$ cat config.mk
export PLATFORM = sky130hd
export DESIGN_NAME = conv_arbiter
export DESIGN_NICKNAME = d
export VERILOG_FILES = /design/src/rtl/conv_pkg.sv /design/src/rtl/conv_mac2.sv /design/src/rtl/conv_arbiter.sv
export SDC_FILE = /design/constraint.sdc
export NUM_CORES = 1
export LEC_CHECK = 0
export CAP_MARGIN = 10
export CELL_PAD_IN_SITES_DETAIL_PLACEMENT = 0
export CELL_PAD_IN_SITES_GLOBAL_PLACEMENT = 1
export CORE_ASPECT_RATIO = 2
export CORE_MARGIN = 1.5
export CORE_UTILIZATION = 41
export CTS_CLUSTER_DIAMETER = 100
export DETAILED_ROUTE_END_ITERATION = 10
export PLACE_DENSITY_LB_ADDON = 0.3
export SLEW_MARGIN = 15
export SYNTH_ARGS = -nofsm -noshare
export SYNTH_HDL_FRONTEND = slang
export SYNTH_HIERARCHICAL = 1
export SYNTH_SLANG_ARGS = --single-unit
$ cat constraint.sdc
create_clock -name clk -period 6.1 [get_ports clk]
set_input_delay 1.22 -clock clk [delete_from_list [all_inputs] [get_ports clk]]
set_output_delay 1.22 -clock clk [all_outputs]
set_load 0.005 [all_outputs]
$ cat src/rtl/conv_pkg.sv
// rtl/conv_pkg.sv - shared constants, types and helpers for the convolution arbiter
package conv_pkg;

  localparam int DEF_NUM_REQ    = 4;
  localparam int DEF_DATA_W     = 8;
  localparam int DEF_COEF_W     = 4;
  localparam int DEF_FIFO_DEPTH = 4;

  // Reset kernel reproduces the legacy fixed difference unit: y = a - b
  localparam int DEF_C0 = 1;
  localparam int DEF_C1 = -1;

  typedef logic signed [DEF_DATA_W-1:0]            sample_t;
  typedef logic signed [DEF_COEF_W-1:0]            coef_t;
  typedef logic signed [DEF_DATA_W+DEF_COEF_W:0]   result_t;

  // Width of a requester id; never narrower than one bit
  function automatic int id_width(input int n);
    return (n > 2) ? $clog2(n) : 1;
  endfunction

endpackage

$ cat src/rtl/conv_mac2.sv
// rtl/conv_mac2.sv - two-stage pipelined 2-tap signed multiply-add with id sideband
module conv_mac2
  import conv_pkg::*;
#(
  parameter int DATA_W = DEF_DATA_W,
  parameter int COEF_W = DEF_COEF_W,
  parameter int ID_W   = id_width(DEF_NUM_REQ),
  parameter int RES_W  = DATA_W + COEF_W + 1
)(
  input  logic              clk,
  input  logic              reset,
  input  logic              in_valid,
  input  logic [ID_W-1:0]   in_id,
  input  logic [DATA_W-1:0] in_a,
  input  logic [DATA_W-1:0] in_b,
  input  logic [COEF_W-1:0] in_c0,
  input  logic [COEF_W-1:0] in_c1,
  output logic              out_valid,
  output logic [ID_W-1:0]   out_id,
  output logic [RES_W-1:0]  out_data,
  output logic [1:0]        inflight
);

  localparam int PROD_W = DATA_W + COEF_W;

  logic signed [PROD_W-1:0] a_ext, b_ext, c0_ext, c1_ext;

  logic                     s1_valid_q, s1_valid_d;
  logic [ID_W-1:0]          s1_id_q, s1_id_d;
  logic signed [PROD_W-1:0] s1_p0_q, s1_p0_d;
  logic signed [PROD_W-1:0] s1_p1_q, s1_p1_d;

  logic                     s2_valid_q, s2_valid_d;
  logic [ID_W-1:0]          s2_id_q, s2_id_d;
  logic [RES_W-1:0]         s2_sum_q, s2_sum_d;

  // Sign-extend operands to product width so the multiply is exact
  always_comb begin
    a_ext  = {{COEF_W{in_a[DATA_W-1]}}, in_a};
    b_ext  = {{COEF_W{in_b[DATA_W-1]}}, in_b};
    c0_ext = {{DATA_W{in_c0[COEF_W-1]}}, in_c0};
    c1_ext = {{DATA_W{in_c1[COEF_W-1]}}, in_c1};
  end

  // Stage 1 forms both products; stage 2 adds them with one guard bit
  always_comb begin
    s1_valid_d = in_valid;
    s1_id_d    = in_id;
    s1_p0_d    = a_ext * c0_ext;
    s1_p1_d    = b_ext * c1_ext;
    s2_valid_d = s1_valid_q;
    s2_id_d    = s1_id_q;
    s2_sum_d   = {s1_p0_q[PROD_W-1], s1_p0_q} + {s1_p1_q[PROD_W-1], s1_p1_q};
  end

  // Pipeline registers; only the valids need clearing, data is cleared for tidiness
  always_ff @(posedge clk) begin
    if (!reset) begin
      s1_valid_q <= 1'b0;
      s1_id_q    <= '0;
      s1_p0_q    <= '0;
      s1_p1_q    <= '0;
      s2_valid_q <= 1'b0;
      s2_id_q    <= '0;
      s2_sum_q   <= '0;
    end else begin
      s1_valid_q <= s1_valid_d;
      s1_id_q    <= s1_id_d;
      s1_p0_q    <= s1_p0_d;
      s1_p1_q    <= s1_p1_d;
      s2_valid_q <= s2_valid_d;
      s2_id_q    <= s2_id_d;
      s2_sum_q   <= s2_sum_d;
    end
  end

  assign out_valid = s2_valid_q;
  assign out_id    = s2_id_q;
  assign out_data  = s2_sum_q;
  assign inflight  = {1'b0, s1_valid_q} + {1'b0, s2_valid_q};

endmodule

$ cat src/rtl/conv_arbiter.sv
// rtl/conv_arbiter.sv - round-robin shared 2-tap convolution engine with tagged result FIFO
module conv_arbiter
  import conv_pkg::*;
#(
  parameter int NUM_REQ    = DEF_NUM_REQ,
  parameter int DATA_W     = DEF_DATA_W,
  parameter int COEF_W     = DEF_COEF_W,
  parameter int FIFO_DEPTH = DEF_FIFO_DEPTH,
  parameter int RES_W      = DATA_W + COEF_W + 1,
  parameter int ID_W       = id_width(NUM_REQ)
)(
  input  logic                      clk,
  input  logic                      reset,
  input  logic [NUM_REQ-1:0]        req_valid,
  input  logic [NUM_REQ*DATA_W-1:0] req_a,
  input  logic [NUM_REQ*DATA_W-1:0] req_b,
  output logic [NUM_REQ-1:0]        req_ready,
  input  logic                      cfg_we,
  input  logic [ID_W-1:0]           cfg_id,
  input  logic [COEF_W-1:0]         cfg_c0,
  input  logic [COEF_W-1:0]         cfg_c1,
  output logic                      res_valid,
  input  logic                      res_ready,
  output logic [RES_W-1:0]          res_data,
  output logic [ID_W-1:0]           res_id,
  output logic                      busy
);

  localparam int PTR_W = $clog2(FIFO_DEPTH);
  localparam int CNT_W = PTR_W + 1;
  localparam int OCC_W = CNT_W + 1;

  logic [ID_W-1:0]   rr_q, rr_d;
  logic [COEF_W-1:0] c0_q [NUM_REQ];
  logic [COEF_W-1:0] c0_d [NUM_REQ];
  logic [COEF_W-1:0] c1_q [NUM_REQ];
  logic [COEF_W-1:0] c1_d [NUM_REQ];

  logic [NUM_REQ-1:0] grant;
  logic               grant_any;
  logic [ID_W-1:0]    grant_id;
  logic [ID_W:0]      scan_idx;
  logic [OCC_W-1:0]   occupancy;
  logic               credit_ok;

  logic               mac_valid;
  logic [ID_W-1:0]    mac_id;
  logic [RES_W-1:0]   mac_data;
  logic [1:0]         inflight;

  logic [RES_W-1:0]   fifo_data_q [FIFO_DEPTH];
  logic [RES_W-1:0]   fifo_data_d [FIFO_DEPTH];
  logic [ID_W-1:0]    fifo_id_q [FIFO_DEPTH];
  logic [ID_W-1:0]    fifo_id_d [FIFO_DEPTH];
  logic [PTR_W-1:0]   wr_ptr_q, wr_ptr_d;
  logic [PTR_W-1:0]   rd_ptr_q, rd_ptr_d;
  logic [CNT_W-1:0]   cnt_q, cnt_d;
  logic               push, pop;

  // Credit counts results already in the pipeline so the FIFO can never overflow;
  // registered counts mean a pop only frees a slot from the following cycle
  assign occupancy = OCC_W'(cnt_q) + OCC_W'(inflight);
  assign credit_ok = occupancy < OCC_W'(FIFO_DEPTH);

  // Scan requesters starting at the rr pointer and grant the first valid one
  always_comb begin
    grant     = '0;
    grant_any = 1'b0;
    grant_id  = '0;
    scan_idx  = '0;
    for (int k = 0; k < NUM_REQ; k++) begin
      scan_idx = {1'b0, rr_q} + (ID_W+1)'(k);
      if (scan_idx >= (ID_W+1)'(NUM_REQ)) begin
        scan_idx = scan_idx - (ID_W+1)'(NUM_REQ);
      end
      if (!grant_any && reset && credit_ok && req_valid[scan_idx[ID_W-1:0]]) begin
        grant_any                   = 1'b1;
        grant_id                    = scan_idx[ID_W-1:0];
        grant[scan_idx[ID_W-1:0]]   = 1'b1;
      end
    end
  end

  assign req_ready = grant;

  // Pointer moves just past the requester that was served; holds otherwise
  always_comb begin
    rr_d = rr_q;
    if (grant_any) begin
      rr_d = (grant_id == ID_W'(NUM_REQ - 1)) ? '0 : grant_id + ID_W'(1);
    end
  end

  // Coefficient writes land at the edge, so a same-cycle accept sees the old pair
  always_comb begin
    c0_d = c0_q;
    c1_d = c1_q;
    if (cfg_we && (int'(cfg_id) < NUM_REQ)) begin
      c0_d[cfg_id] = cfg_c0;
      c1_d[cfg_id] = cfg_c1;
    end
  end

  // Arbiter pointer and coefficient file state
  always_ff @(posedge clk) begin
    if (!reset) begin
      rr_q <= '0;
      for (int i = 0; i < NUM_REQ; i++) begin
        c0_q[i] <= COEF_W'(DEF_C0);
        c1_q[i] <= COEF_W'(DEF_C1);
      end
    end else begin
      rr_q <= rr_d;
      c0_q <= c0_d;
      c1_q <= c1_d;
    end
  end

  conv_mac2 #(
    .DATA_W (DATA_W),
    .COEF_W (COEF_W),
    .ID_W   (ID_W),
    .RES_W  (RES_W)
  ) u_mac (
    .clk       (clk),
    .reset     (reset),
    .in_valid  (grant_any),
    .in_id     (grant_id),
    .in_a      (req_a[grant_id*DATA_W +: DATA_W]),
    .in_b      (req_b[grant_id*DATA_W +: DATA_W]),
    .in_c0     (c0_q[grant_id]),
    .in_c1     (c1_q[grant_id]),
    .out_valid (mac_valid),
    .out_id    (mac_id),
    .out_data  (mac_data),
    .inflight  (inflight)
  );

  assign push = mac_valid;
  assign pop  = res_valid & res_ready;

  // FIFO bookkeeping; credit guarantees a push never meets a full FIFO
  always_comb begin
    fifo_data_d = fifo_data_q;
    fifo_id_d   = fifo_id_q;
    wr_ptr_d    = wr_ptr_q;
    rd_ptr_d    = rd_ptr_q;
    cnt_d       = cnt_q + CNT_W'(push) - CNT_W'(pop);
    if (push) begin
      fifo_data_d[wr_ptr_q] = mac_data;
      fifo_id_d[wr_ptr_q]   = mac_id;
      wr_ptr_d              = wr_ptr_q + PTR_W'(1);
    end
    if (pop) begin
      rd_ptr_d = rd_ptr_q + PTR_W'(1);
    end
  end

  // FIFO pointers and count; reset empties the FIFO
  always_ff @(posedge clk) begin
    if (!reset) begin
      wr_ptr_q <= '0;
      rd_ptr_q <= '0;
      cnt_q    <= '0;
    end else begin
      wr_ptr_q <= wr_ptr_d;
      rd_ptr_q <= rd_ptr_d;
      cnt_q    <= cnt_d;
    end
  end

  // FIFO storage needs no reset: outputs are masked while empty
  always_ff @(posedge clk) begin
    fifo_data_q <= fifo_data_d;
    fifo_id_q   <= fifo_id_d;
  end

  assign res_valid = (cnt_q != '0);
  assign res_data  = res_valid ? fifo_data_q[rd_ptr_q] : '0;
  assign res_id    = res_valid ? fifo_id_q[rd_ptr_q] : '0;
  assign busy      = (inflight != 2'd0) || res_valid;

endmodule
Word level (Yosys, flattened, before mapping)
Index checks and enable logic that the tools add are counted.
- input port bits: 82
- output and inout port bits: 21
- register bits after elaboration: 144
- logic and storage cells: 154
- reductions and logical operators: 23
- $mul: 2
- add/subtract/negate cells: 15
- muxes and demuxes: 57
- bitwise operators: 8
- shift operators: 2
- eq/ne operators: 1
- order comparisons: 19
- operators by type and width (operator ; count):
    $shiftx A32 B6 Y8 ; 2
    $bwmux W52 ; 1
    $mux W13 ; 4
    $mux W4 ; 9
    $bwmux W16 ; 2
    $bmux W13 S2 ; 1
    $demux W13 S2 ; 1
    $mux W2 ; 13
    $mul A8 B4 Y12 ; 2
    $ge A3 B3 Y1 const B ; 7
    $logic_and A1 B1 Y1 ; 17
    $bmux W4 S2 ; 2
    $add A12 B12 Y13 ; 1
    $lt A2 B3 Y1 const B ; 4
    $mux W1 ; 12
    $not A2 Y3 ; 4
    $or A4 B4 Y4 ; 3
    $bmux W1 S2 ; 4
    $bwmux W8 ; 1
    $demux W1 S2 ; 4
    $demux W4 S2 ; 1
    $ge A2 B1 Y1 const B ; 4
    $sub A2 B1 Y2 const B ; 4
    $add A2 B1 Y2 const B ; 3
    17 further kinds ; 21

Logic depth before layout (Yosys ltp)
Gate-level depths: netlist of the first run.
- depth after elaboration: 26
- mapped depth: 23
- mapped depth without buffers: 21

Hierarchy
The synthesis of the first run kept the hierarchy.
- by module, submodules not included (module ; cells each ; seq. area each (sq um) ; area an instance (sq um) ; times used):
    conv_arbiter ; 418 ; 2622.5 ; 5180.0 ; 1
    conv_mac2 ; 379 ; 860.8 ; 3731.1 ; 1

Least setup slack after synthesis of the first run
OpenSTA, ideal clock, no wires.
- path kind: input to register
- from: input req_valid[0]
- to: register u_mac.s1_p0_q[11]
- data arrival time: 5970 ps
- data required time: 5982 ps
- buffers on the path: 1
- setup time: 118 ps
- slack: 12 ps
- stages: 18
- cells stage by stage: or4_4 -> a211oi_4 -> a22oi_4 -> buf_6 -> mux2i_1 -> mux2i_1 -> nand2b_1 -> fa_1 -> fa_1 -> inv_1 -> fa_1 -> ha_1 -> fa_1 -> a21o_1 -> a221oi_2 -> o21ai_0 -> xnor2_1 -> nor2_1
- word-level cells in the longest chain between the ends: 24
- elaborated cells on any way between the ends: 34
- those cells by class: 1 x mul; 1 x shift; 18 x mux; 1 x bitwise; 13 x reduce/logical
- ends and longest elaborated chain (what ; RTL line ; RTL):
    start: declaration ; conv_arbiter.sv:14 ; input logic [NUM_REQ-1:0] req_valid,
    $bmux W1 S2 ; conv_arbiter.sv:76 ; if (!grant_any && reset && credit_ok && req_valid[scan_idx[ID_W-1:0]]) begin
    $mux W1 (not written as such) ; conv_arbiter.sv:76 ;
    $logic_and A1 B1 Y1 ; conv_arbiter.sv:76 ;
    $mux W1 ; conv_arbiter.sv:76 ;
    $logic_not A1 Y1 ; conv_arbiter.sv:76 ;
    $logic_and A1 B1 Y1 (3 in series) ; conv_arbiter.sv:76 ;
    $mux W1 ; conv_arbiter.sv:76 ;
    $logic_not A1 Y1 ; conv_arbiter.sv:76 ;
    $logic_and A1 B1 Y1 (3 in series) ; conv_arbiter.sv:76 ;
    $mux W1 ; conv_arbiter.sv:76 ;
    $logic_not A1 Y1 ; conv_arbiter.sv:76 ;
    $logic_and A1 B1 Y1 (3 in series) ; conv_arbiter.sv:76 ;
    $mux W2 * ; conv_arbiter.sv:76 ;
    branches (longest 4 deep; another with $shiftx A32 B6 Y8) ; -- ;
    $mul A8 B4 Y12 * ; conv_mac2.sv:49 ; s1_p0_d = a_ext * c0_ext;
    end signal: assignment ; conv_mac2.sv:69 ; s1_p0_q <= s1_p0_d;
    end: declaration ; conv_mac2.sv:30 ; logic signed [PROD_W-1:0] s1_p0_q, s1_p0_d;
Every way passes the cells marked *. The select of a mux whose other input is x is not followed.
A chain may end at the register's enable or synchronous reset.

Final worst setup path of the first run
- from: input req_valid[2]
- to: register u_mac.s1_p1_q[9]
- word-level cells in the longest chain between the ends: 24
- elaborated cells on any way between the ends: 34
- those cells by class: 1 x mul; 1 x shift; 18 x mux; 1 x bitwise; 13 x reduce/logical
- ends and longest elaborated chain (what ; RTL line ; RTL):
    $bmux W1 S2 ; conv_arbiter.sv:76 ;
    $mux W1 (not written as such) ; conv_arbiter.sv:76 ;
    $logic_and A1 B1 Y1 ; conv_arbiter.sv:76 ;
    $mux W1 ; conv_arbiter.sv:76 ;
    $logic_not A1 Y1 ; conv_arbiter.sv:76 ;
    $logic_and A1 B1 Y1 (3 in series) ; conv_arbiter.sv:76 ;
    $mux W1 ; conv_arbiter.sv:76 ;
    $logic_not A1 Y1 ; conv_arbiter.sv:76 ;
    $logic_and A1 B1 Y1 (3 in series) ; conv_arbiter.sv:76 ;
    $mux W1 ; conv_arbiter.sv:76 ;
    $logic_not A1 Y1 ; conv_arbiter.sv:76 ;
    $logic_and A1 B1 Y1 (3 in series) ; conv_arbiter.sv:76 ;
    $mux W2 * ; conv_arbiter.sv:76 ;
    branches (longest 4 deep; another with $shiftx A32 B6 Y8) ; -- ;
    $mul A8 B4 Y12 * ; conv_mac2.sv:50 ; s1_p1_d = b_ext * c1_ext;
    end signal: assignment ; conv_mac2.sv:70 ; s1_p1_q <= s1_p1_d;
    end: declaration ; conv_mac2.sv:31 ; logic signed [PROD_W-1:0] s1_p1_q, s1_p1_d;
Marks and branches as above.

==> results of run 1 <==
## what timing repair did
item / in CTS / in global routing
endpoints found under the hold margin: 0 / 0
gates resized for setup: 6 / 9
hold buffers: 0 / 0
setup endpoints to repair: 4 / 4
pin swaps: 2 / 4
buffers inserted: 5 / 0
## worst min-delay path by stage
stage / start / endpoint / slack, ns
4_1_cts: u_mac/s1_id_q[0] / u_mac/out_id[0] / 0.44
2_1_floorplan: u_mac/s1_id_q[0] / u_mac/out_id[0] / 0.41
3_5_place_dp: u_mac/s1_id_q[0] / u_mac/out_id[0] / 0.42
5_1_grt: u_mac/s1_id_q[0] / u_mac/out_id[0] / 0.45
6_report: u_mac/s1_id_q[0] / u_mac/out_id[0] / 0.44
3_3_place_gp: u_mac/s1_id_q[0] / u_mac/out_id[0] / 0.42
## routing by layer
metal	vias up	routed length, microns	global-route usage
met5	-	12	0
met4	2	297	0.0543
met1	2985	6630	0.168
met3	20	424	0.0292
met2	116	11600	0.378
li1	3177	-	-
## state kept, by name, indices dropped and copies added, names as in the netlist
signal and cells:
c0_q 16, c1_q 16, cnt_q 3, fifo_data_q 52
fifo_id_q 8, rd_ptr_q 2, rr_q 2, u_mac/out_data 13
u_mac/out_id 2, u_mac/out_valid 1, u_mac/s1_id_q 2, u_mac/s1_p0_q 12
u_mac/s1_p1_q 12, u_mac/s1_valid_q 1, wr_ptr_q 2
## cell usage in the layout (no fill, tap or decap), types with 20 or more instances in the layout
master / n
xnor2_1: 20
mux2i_1: 72
and2_1: 80
ha_1: 64
nor2_1: 21
inv_1: 36
fa_1: 35
nand2_1: 83
nand3_1: 30
buf_4: 83
clkdlybuf4s50_1: 97
edfxtp_1: 60
dfxtp_1: 84
## through the flow
stage | setup TNS (ns) | power (uW) | utilization
4_1_cts | 0 | 7130 | 0.533
5_1_grt | 0 | 7710 | 0.534
2_1_floorplan | 0 | 4380 | -
3_3_place_gp | -3.12 | 5940 | 0.502
6_report | 0 | 7040 | 0.534
3_5_place_dp | -4.25 | 6000 | 0.502
## kinds of logic (layout without fill, tap and decap cells)
family / after synthesis / in the layout
XOR/XNOR: 27 / 27
multiplexers: 99 / 99
AO/OA/AOI/OAI: 86 / 86
AND/OR/NAND/NOR: 275 / 275
flip-flops: 144 / 144
adder cells (fa/ha/maj): 100 / 100
buffers and inverters: 66 / 257
## worst max-delay path: stages
cell and delay (ns):
dlygate4sd2_1 0.29, mux4_2 0.50, buf_4 0.17, a211oi_4 0.22
a22oi_4 0.15, buf_12 0.20, mux2i_1 0.15, mux2i_1 0.11
nand2b_1 0.18, fa_1 0.51, fa_1 0.54, inv_1 0.05
fa_1 0.45, ha_1 0.24, fa_1 0.38, a21o_1 0.22
a221oi_2 0.26, buf_4 0.15, xor2_1 0.14, nor2_1 0.05
## power by group
group	switching, uW	total [uW]	leakage [uW]	internal [uW]
clock network	450	1080	0.000298	626
logic	2190	4640	0.00346	2450
registers	98.1	1320	0.00124	1230
total	2740	7040	0.00500	4300
## final cells by class
| cell class | instances | area [sq um] | area share |
|---|---|---|---|
| inverters | 37 | 141 | 0.0124 |
| clock buffers | 17 | 425 | 0.0372 |
| multi-input cells | 587 | 5140 | 0.450 |
| repair buffers | 188 | 1700 | 0.148 |
| well taps | 273 | 342 | 0.0299 |
| flip-flops and latches | 144 | 3480 | 0.305 |
| clock inverters | 15 | 196 | 0.0172 |
==> summary.md, run 1 <==
| Metric | Value |
|---|---|
| Status | completed |
| Count leader, synth | dfxtp_1 |
| Initial Utilization | 0.416 |
| Cells after synthesis | 797 |
| Hold Crit Class | register to register |
| Multiplexer area fraction after synthesis | 0.136 |
| Initial antenna violation count | 1 |
| CTS buffer count | 17 |
| Row cnt | 76 |
| Slew @ Worst Pin | 0.934 ns |
| Lkg Pwr | 0.00500 uW |
| Ant diodes | 0 |
| Period Utilization, post-route | 0.971 |
| Synthesis-stage register bit count | 144 |
| DR iter-0 viols | 161 |
| Setup ws final | 0.178 ns |
| Setup repair after global routing missed its margin | no |
| Startpoint Class | input port |
| H-tree levels | 4 |
| Post-synthesis sequential area ratio | 0.391 |
| Peak supply drop | 0.469 mV |
| Top cells by area, synth | edfxtp_1 (20%), dfxtp_1 (19%), ha_1 (9.0%), mux2i_1 (8.6%), fa_1 (8.1%) |
| RR Startpoint | u_mac/out_valid |
| Worst-path fanout max | 19 |
| Placed cells | 1224 |
| DR DRC count | 0 |
| Post-DP HPWL | 15100 microns |
| I/O Pins | 103 |
| Clock Latency Late Sink | 0.42 ns |
| DR pass1 iterations | 4 |
| Total Wirelength | 18900 microns |
| Maximum clock rate | 0.169 GHz |
| R2r endpoint | u_mac/s1_p1_q[9] |
| Cell variety after synth | 59 |
| Largest family of logic cells by synthesized area | adder cells |
| PortBufs | 102 |
| Max-cap violations | 0 |
| Vias in the first global route | 6582 |
| Critical path endpoint category | register |
| Crit path DAT | 6.19 ns |
| Core ar. | 21400 sq um |
| CP Capture Point | u_mac/s1_p1_q[9] |
| Vias | 6300 |
| CP required | 6.37 ns |
| Die ar. | 22700 sq um |
| Largest net degree at the start of global routing | 71 |
| CTS Buffer Depth | 2 |
| Slew Limit Headroom | 0.377 |
| Hold path depth | 1 |
| Syn avg cell area | 11.2 sq um |
| Crit Path Class | input port to register |
| Critical Path Source | req_valid[2] |
| Synth area leader | edfxtp_1 |
| Final Hold Fails | 0 |
| Area Growth Syn to Fin | 28.2% |
| First-pass GRT wire length | 31500 microns |
| Setup WS pre-CTS | -0.578 ns |
| Clk slew on worst S/H paths | 0.06 ns |
| CTS tree | built |
| GR Overflow Total | 0 |
| Count of non-filler cells in the finished layout | 1261 |
| Synth Area in Compound Gates | 0.0785 |
| Ys Warns | 6 |
| XOR/XNOR share of the synthesized area | 0.0265 |
| Minimum hold slack | 0.438 ns |
| Pwr/cell area | 616 nW/um^2 |
| Post-synthesis async set-or-reset flop share | 0 |
| Fillers | 1975 |
| Via density | 5.00 |
| Syn_nets | 979 |
| Die W | 107 microns |
| Root Driver | clkbuf_16 |
| Dpl cell area | 10700 sq um |
| Die H | 211 microns |
| Final setup viols | 0 |
| Post-synthesis adder-cell area fraction | 0.171 |
| Setup Skew | 0.0139 ns |
| Layout Cell Area excl Fill | 11400 sq um |
| Share of post-route cells with drive strength above 1 | 0.175 |
| Top_reg_cell synth | dfxtp_1 |
| Routed WL per cell | 15.0 microns |
| Clock Sinks | 144 |
| NumNets Final | 1157 |
| Placer Congestion | 0.787 |
| Clock period minus worst slack | 5.92 ns |
| Simple-Gate Fraction of Synth Area | 0.162 |
| Flop-to-flop setup slack | 0.41 ns |
| Post-route ant nets | 0 |
| Post-synth top area share | 0.202 |
| Pins Over Slew Limit | 0 |
| Reg2reg path depth | 21 |
| GRT Overall Usage | 0.180 |
| Leading cell types by count after synthesis | dfxtp_1 (84), nand2_1 (83), and2_1 (80) |
| Cell Area, Synth | 8910 sq um |
| Count of flip-flops with a built-in enable after synthesis | 60 |
(Power assumes the default switching activity.)
==> run 2, diff against run 1 <==
- SKIP_CTS_REPAIR_TIMING: not set -> 1
==> run 2 against run 1 <==
Effect of this change: sequential power barely moved; first-iteration DRC count rose by 3.7%; via count fell by 0.24%; critical path depth did not move; cell area fell by 0.19%; global-route usage fell by 0.067 points; utilization fell by 0.099 points; total power fell by 0.33%; worst hold slack barely moved; largest cell class unchanged.
==> summary.md, run 2 (synthesized netlist as in run 1, its figures left out) <==
| Metric | Value |
|---|---|
| Placer Congestion | 0.787 |
| Startpoint Class | input port |
| CTS buffer count | 17 |
| Via density | 5.00 |
| I/O Pins | 103 |
| Reg power frac | 0.188 |
| Worst-path fanout max | 19 |
| Critical path endpoint category | register |
| Row cnt | 76 |
| Clock period minus worst slack | 5.85 ns |
| CP required | 6.37 ns |
| Status | completed |
| Slew @ Worst Pin | 0.943 ns |
| Setup TNS | 0 ns |
| DR pass1 iterations | 6 |
| Die W | 107 microns |
| PortBufs | 102 |
| First-pass GRT wire length | 31400 microns |
| Critical Path Source | req_valid[2] |
| Die ar. | 22700 sq um |
| Dpl cell area | 10700 sq um |
| Initial Utilization | 0.416 |
| Largest register FFs | 52 |
| Flop-to-flop setup slack | 0.39 ns |
| Ant diodes | 0 |
| Sw frac | 0.389 |
| CTS tree | built |
| Hold path start | u_mac/s1_id_q[0] |
| Vias | 6285 |
| Die H | 211 microns |
| Crit-path leading delay family | adder cells |
| Clock Latency Late Sink | 0.42 ns |
| Hold Crit Class | register to register |
| Worst-path cell chain | dlymetal6s2s_1, mux4_2, buf_4, a211oi_4, a22oi_4, buf_12, mux2i_1, mux2i_1, nand2b_1, fa_1, fa_1, inv_1, fa_1, ha_1, fa_1, a21o_1, a221oi_2, o21ai_0, xnor2_1, nor2_1 |
| GRT Overall Usage | 0.179 |
| H-tree levels | 4 |
| Pins Over Slew Limit | 0 |
| Comb pwr share | 0.658 |
| Final Hold Fails | 0 |
| Clock power share | 0.153 |
| Total Wirelength | 18900 microns |
| Top reg by flops | fifo_data_q |
| Clk slew on worst S/H paths | 0.06 ns |
| Largest net degree at the start of global routing | 71 |
| Post-DP HPWL | 15100 microns |
| Largest stage delay on the critical path | 0.54 ns |
| Top cell by count, worst path | fa_1 |
| Slew Limit Headroom | 0.371 |
| Core ar. | 21400 sq um |
| Top Registers | fifo_data_q x52, c0_q x16, c1_q x16 |
| Fillers | 1977 |
| Setup repair after global routing missed its margin | no |
| Max-cap violations | 0 |
| Layout Cell Area excl Fill | 11400 sq um |
| Post-route ant nets | 0 |
| Area Growth Syn to Fin | 28.0% |
| Setup Skew | 0.0142 ns |
| Slowest CP cell | fa_1 |
| RR Startpoint | u_mac/out_valid |
| Initial antenna violation count | 1 |
| Share of post-route cells with drive strength above 1 | 0.169 |
| DR DRC count | 0 |
| Net switching power | 2730 uW |
| DR iter-0 viols | 167 |
| Maximum clock rate | 0.171 GHz |
| NumNets Final | 1154 |
| Crit Path Class | input port to register |
| Crit path DAT | 6.12 ns |
| Routed WL per cell | 15.0 microns |
| Pwr/cell area | 615 nW/um^2 |
| Hold path depth | 1 |
| Root Driver | clkbuf_16 |
| Most common cell after layout, fill and taps aside | clkdlybuf4s50_1 |
| Reg2reg path depth | 21 |
| Bufs and invs on worst path | 4 |
| Peak supply drop | 0.469 mV |
| P_int | 4290 uW |
| GR Overflow Total | 0 |
| CP Depth | 20 |
| Clock Sinks | 144 |
| Most frequent cells in the layout | clkdlybuf4s50_1 (97), dfxtp_1 (84), nand2_1 (83), and2_1 (80), buf_4 (80) |
| Lkg Pwr | 0.00502 uW |
| CTS Buffer Depth | 2 |
| Final setup viols | 0 |
| Vias in the first global route | 6561 |
| Period Utilization, post-route | 0.959 |
==> run 2: area by class of cell <==
type | count | area [sq um] | share of cell area
multi-input combinational | 587 | 5130 | 0.450
sequential | 144 | 3480 | 0.305
timing repair buffer | 185 | 1690 | 0.148
clock buffer | 17 | 425 | 0.0373
tap | 273 | 342 | 0.0300
clock inverter | 15 | 196 | 0.0172
inverter | 37 | 141 | 0.0124
==> run 2: per-stage QoR <==
step,std cells,power (uW),hold slack (ns),util,worst slack (ns)
4_1_cts,1256,7120,0.438,0.531,-0.121
3_5_place_dp,1224,6000,0.424,0.502,-0.578
3_3_place_gp,1224,5940,0.423,0.502,-0.471
5_1_grt,1258,7690,0.449,0.533,0.0183
6_report,1258,7020,0.438,0.533,0.252
2_1_floorplan,797,4380,0.412,-,0.0124
==> run 2: layer usage <==
layer	track usage	wire, microns	vias to the layer above	part of all wire
met5	0	12	-	0.00063
met4	0.0543	285	2	0.015
li1	-	-	3170	-
met1	0.167	6610	2982	0.35
met3	0.0292	410	19	0.022
met2	0.376	11600	112	0.61
==> run 2: final timing paths <==
check	to
max	u_mac/s1_p1_q[11]
min reg2reg	u_mac/out_id[0]
max reg2reg	u_mac/s1_p1_q[11]
min	u_mac/out_id[0]
==> run 2: power by group through the flow <==
stage / logic, uW / registers, uW / clock network, uW
6_report: 4620 / 1320 / 1080
5_1_grt: 5210 / 1340 / 1140
4_1_cts: 4690 / 1330 / 1100
3_5_place_dp: 4650 / 1350 / 0
3_3_place_gp: 4600 / 1340 / 0
2_1_floorplan: 3080 / 1300 / 0
==> run 2: worst register-to-register path: stages (launching register included) <==
cell and delay [ns]:
dfxtp_1 0.48, ha_1 0.22, ha_1 0.23, nand3_1 0.09
nand3_1 0.23, a221oi_1 0.43, a22oi_4 0.20, buf_12 0.20
mux2i_1 0.15, mux2i_1 0.22, nand2b_1 0.12, fa_1 0.51
fa_1 0.54, inv_1 0.05, fa_1 0.45, ha_1 0.24
fa_1 0.38, a21o_1 0.22, a221oi_2 0.26, o21ai_0 0.15
xnor2_1 0.14, nor2_1 0.05
==> run 3, diff against run 2 <==
- RECOVER_POWER: not set -> 25
==> results of run 3 <==
Final layout, timing and power as in run 2 (identical DEF).
